--- src/rtl/varredura_matriz.sv ---
// Column-multiplexed scan driver for the 5x7 LED matrix: double-buffered
// patterns, blanked column slots, and updates only at frame wraps.
module varredura_matriz #(
    parameter int DIV_VARREDURA = 50000,
    parameter int APAGAMENTO    = 16
) (
    input  logic       clk,
    input  logic       reset,
    input  logic       carregar,
    input  logic [6:0] coluna1,
    input  logic [6:0] coluna2,
    input  logic [6:0] coluna3,
    input  logic [6:0] coluna4,
    input  logic [6:0] coluna5,
    output logic [6:0] linhas,
    output logic [4:0] colunas,
    output logic       quadro_fim
);

    localparam int CW = (DIV_VARREDURA > 1) ? $clog2(DIV_VARREDURA) : 1;
    localparam logic [CW-1:0] ULTIMO = CW'(DIV_VARREDURA - 1);
    localparam logic [CW-1:0] LIMIAR = CW'(APAGAMENTO);

    typedef enum logic {APAGADO, ACESO} estado_t;

    estado_t       r_estado;
    logic [CW-1:0] r_cnt;
    logic [2:0]    r_idx;
    logic [6:0]    r_pendente [5];
    logic          r_tem_pendente;
    logic [6:0]    r_ativo [5];
    logic [6:0]    r_linhas;
    logic [4:0]    r_colunas;
    logic          r_quadro_fim;

    logic [6:0]    w_entrada [5];
    logic          w_fim_slot;
    logic          w_fim_quadro;
    logic [CW-1:0] w_cnt_prox;
    logic [2:0]    w_idx_prox;

    always_comb begin
        w_entrada[0] = coluna1;
        w_entrada[1] = coluna2;
        w_entrada[2] = coluna3;
        w_entrada[3] = coluna4;
        w_entrada[4] = coluna5;
        w_fim_slot   = (r_cnt == ULTIMO);
        w_fim_quadro = w_fim_slot && (r_idx == 3'd4);
        w_cnt_prox   = w_fim_slot ? '0 : r_cnt + 1'b1;
        w_idx_prox   = r_idx;
        if (w_fim_slot) begin
            w_idx_prox = (r_idx == 3'd4) ? 3'd0 : r_idx + 3'd1;
        end
    end

    always_ff @(posedge clk) begin
        if (reset) begin
            r_estado       <= APAGADO;
            r_cnt          <= '0;
            r_idx          <= '0;
            r_tem_pendente <= 1'b0;
            for (int i = 0; i < 5; i++) begin
                r_ativo[i] <= 7'h7f;
            end
            r_linhas       <= 7'h7f;
            r_colunas      <= 5'h1f;
            r_quadro_fim   <= 1'b0;
        end else begin
            r_cnt        <= w_cnt_prox;
            r_idx        <= w_idx_prox;
            r_quadro_fim <= w_fim_quadro;

            // The copy reads the pre-edge pending buffer, so a strobe on the
            // wrap edge is held over to the next frame.
            if (w_fim_quadro && r_tem_pendente) begin
                for (int i = 0; i < 5; i++) begin
                    r_ativo[i] <= r_pendente[i];
                end
                r_tem_pendente <= 1'b0;
            end
            // NOTE: pending data is not reset; r_tem_pendente alone decides whether it is ever used.
            if (carregar) begin
                for (int i = 0; i < 5; i++) begin
                    r_pendente[i] <= w_entrada[i];
                end
                r_tem_pendente <= 1'b1;
            end

            // A wrap always lands in the blank phase, so r_ativo is never shown mid-update.
            case (r_estado)
                APAGADO: begin
                    if (w_cnt_prox == LIMIAR) begin
                        r_estado  <= ACESO;
                        r_colunas <= ~(5'd1 << w_idx_prox);
                        r_linhas  <= r_ativo[w_idx_prox];
                    end else begin
                        r_colunas <= 5'h1f;
                        r_linhas  <= 7'h7f;
                    end
                end
                ACESO: begin
                    if (w_fim_slot) begin
                        r_estado  <= APAGADO;
                        r_colunas <= 5'h1f;
                        r_linhas  <= 7'h7f;
                    end else begin
                        r_colunas <= ~(5'd1 << w_idx_prox);
                        r_linhas  <= r_ativo[w_idx_prox];
                    end
                end
                default: begin
                    r_estado  <= APAGADO;
                    r_colunas <= 5'h1f;
                    r_linhas  <= 7'h7f;
                end
            endcase
        end
    end

    assign linhas     = r_linhas;
    assign colunas    = r_colunas;
    assign quadro_fim = r_quadro_fim;

endmodule

--- config.mk ---
export PLATFORM = sky130hd
export DESIGN_NAME = varredura_matriz
export DESIGN_NICKNAME = d
export VERILOG_FILES = /design/src/rtl/varredura_matriz.sv
export SDC_FILE = /design/constraint.sdc
export NUM_CORES = 1
export LEC_CHECK = 0
export BUFFER_PORTS_ARGS = -buffer_cell sky130_fd_sc_hd__buf_2
export CORE_ASPECT_RATIO = 0.7
export CORE_UTILIZATION = 52
export CTS_CLUSTER_SIZE = 25
export DETAILED_ROUTE_END_ITERATION = 12
export PLACE_DENSITY = 0.75
export SLEW_MARGIN = 20
export SYNTH_ARGS = -nofsm -noshare
export SYNTH_HDL_FRONTEND = slang
export SYNTH_SLANG_ARGS = --single-unit
--- constraint.sdc ---
create_clock -name clk -period 2.7 [get_ports clk]
set_input_delay 0.27 -clock clk [delete_from_list [all_inputs] [get_ports clk]]
set_output_delay 0.27 -clock clk [all_outputs]
set_load 0.02 [all_outputs]
==> results.ini <==
[timing]
rsz0062_at_grt = no
setup_viol = 0
max_slew_margin_pct = 64.7
finalCritPeriodShare_pct = 95.3
fmax_ghz = 0.389
finalSetupTns_ns = 0
tightest_slew_ns = 0.530
fin_crit_ns = 2.57
skew_ns = 0.00910
hold_viol_final = 0
setup_ws_ns = 0.128
drv_slew = 0

[clocking]
clock_path_buffers = 2
cts_root_buffer = clkbuf_16
clock_sink_count = 104
cts_tree = built
clock_latency_ns = 0.35
numCtsBuffers = 9
hold_buffers = 0
htree_num_levels = 3
clk_pin_slew_ns = 0.07
cts_setup_buffers = 0

[routing]
via_per_inst = 5.38
ant_nets = 0
drc = 0
routed_wl_mm = 7.63
vias = 2715
first_iter_violations = 144
wl_per_cell_um = 15.1
dr.pass1.iters = 4

[yosys]
yosys_warnings = 0
synth_cells = 349
mappedNetlistArea_um2 = 4320
async_reset_ff_share_pct = 0
synth_area_leaders = edfxtp_1, dfxtp_1, or3_1
syn-num-nets = 390
syn_avg_cell_area_um2 = 12.4
ys_types = 46
synth_seq_cells = 104
synth_top_cell_by_area = edfxtp_1
synth_top_area_share_pct = 48.7
synth_edf_count = 70
synthFlopType = edfxtp_1
yosysSeqAreaShare_pct = 64.4

[layout]
layout_commonest_cell = edfxtp_1
nNetsFinal = 440
antenna_cells = 0
final_layout_size_suffix_gt1_share_pct = 23.3
fillers = 602
final_cell_mix = edfxtp_1, buf_2, or3_1, dfxtp_1, nand2_1
syn2layout_area_growth_pct = 16.3

[hold_path]
hold_path_depth = 1
hp-class = primary input to flip-flop
worst_hold_path.endpoint = r_pendente[0][0]$_DFFE_PP_
min_from = coluna1[0]

[power]
pwr-share-clk_pct = 41.7
peakVddDrop_mv = 0.547
combPwrFrac_pct = 2.8
swShare_pct = 20.7
p_seq_share_pct = 55.5
p_leak_nw = 1.73
p_int_w = 0.00253
p_per_area_nw_per_um2 = 635
p_switching_w = 0.000662

[setup_path]
path_class = flip-flop to flip-flop
start_kind = flip-flop
r2r_slack_ns = 0.13
end_kind = flip-flop
arrival_ns = 2.75
worstRegToRegCells = 7
crit_required_ns = 2.88
r2r_end = colunas[0]$_SDFF_PP1_
cp_max_fo = 13
worst_r2r_startpoint = r_cnt[0]$_SDFF_PP0_

[outcome]
status = finished, final reports clean

[global_routing]
use_met1_pct = 26.7
grt_use_total_pct = 18.3
antenna_found_initial = 0
first_global_vias = 2396
met3_usage_pct = 5.71
grt_overflow = 0
use_met2_pct = 25.8
grt_max_degree = 49
top_usage_layer = met1
grt_pass1_wl_mm = 12.0

[die]
ioPinCount = 51
dieArea_um2 = 8680
start_util_pct = 54.4
coreArea_um2 = 7940
die_h_um = 78.2
die_x_um = 111
row_count = 27

[run]
maxCapViolCount = 0

[placement]
dp_hpwl_mm = 5.24
pre_cts_ws_ns = 0.0648
port_buffers = 50
place_congestion = 0.807

final cells by class:
| type | instances | area, µm² | share of cell area, % |
|---|---|---|---|
| clock buffer | 9 | 225 | 4.48 |
| clock inverter | 7 | 83.8 | 1.67 |
| inverter | 4 | 15.0 | 0.299 |
| multi-input combinational | 218 | 1440 | 28.6 |
| sequential | 104 | 2780 | 55.4 |
| tap | 101 | 126 | 2.52 |
| timing repair buffer | 62 | 353 | 7.02 |
flip-flops by register name, summed over array words and instances, names as in the netlist:
| signal | cells |
|---|---|
| r_ativo | 35 |
| r_pendente | 35 |
| r_cnt | 16 |
| linhas | 7 |
| colunas | 5 |
| r_idx | 3 |
| quadro_fim | 1 |
| r_estado | 1 |
| r_tem_pendente | 1 |
synth_stat cells (all sizes together) (2+ instances only):
library cell   n
and4           2
nand4          9
xnor2         10
nand2         31
edfxtp        70
a31oi          2
dfxtp         34
xor2           7
or3           35
nor2          27
o21ai          5
ha             3
a211oi         7
or4            3
and4bb         2
inv            4
nor2b          5
nor3           5
clkbuf        14
nand2b         3
a21oi         17
nand3          9
mux2           2
mux2i         20
buf           10
what timing repair did:
| item | 4_1_cts | 5_1_grt |
|---|---|---|
| endpoints found under the hold margin | 0 | 0 |
| endpoints found under the setup margin | 0 | 4 |
| resized for setup | 0 | 2 |
stage by stage:
step	area, µm²	hold slack, ns	util [%]	total power, W	std cells
3_5_place_dp	4690	0.448	59.1	0.00190	488
2_1_floorplan	4320	0.369	-	0.00184	349
6_report	5020	0.0946	63.3	0.00319	505
3_3_place_gp	4690	0.446	59.1	0.00189	488
4_1_cts	5000	0.0790	63.0	0.00322	504
5_1_grt	5020	0.0743	63.3	0.00330	505
worst max-delay path: stages, from the launching register on:
cell and delay, ns:
dfxtp_1 0.39, ha_2 0.25, nand2_1 0.12, or4_1 0.49, a211o_1 0.23, or4_1 0.58
o21ai_4 0.19, nand4_1 0.16
power by group through the flow:
stage	combinational (W)	clock (W)	sequential (W)
5_1_grt	0.0000992	0.00142	0.00178
2_1_floorplan	0.0000430	0	0.00180
3_3_place_gp	0.0000846	0	0.00181
6_report	0.0000885	0.00133	0.00177
3_5_place_dp	0.0000886	0	0.00181
4_1_cts	0.0000891	0.00136	0.00177
layer usage:
metal	vias up	share of wire [%]
li1	1377	-
met1	1274	52
met2	54	43
met3	10	4.2
met4	0	1.2
met5	-	0
logic make-up after synthesis:
logic type	Yosys count	synth area share, %
mux	22	5.45
buf+inv	28	2.93
xor+xnor	17	3.45
flops	104	64.4
fa+ha+maj	3	0.869
simple gates	136	17.0
compound gates	39	5.88
how the worst max path moves through the flow:
stage,startpoint,end,slack [ns]
after floorplan,reset,r_pendente[0][0]$_DFFE_PP_,0.05
after global placement,r_cnt[0]$_SDFF_PP0_,colunas[4]$_SDFF_PP1_,0.18
after detailed placement,r_cnt[0]$_SDFF_PP0_,colunas[0]$_SDFF_PP1_,0.06
after CTS,r_cnt[0]$_SDFF_PP0_,colunas[0]$_SDFF_PP1_,0.05
after global routing,r_cnt[0]$_SDFF_PP0_,colunas[0]$_SDFF_PP1_,0.03
final,r_cnt[0]$_SDFF_PP0_,colunas[0]$_SDFF_PP1_,0.13
No activity file was read; power rests on OpenSTA's default activity.
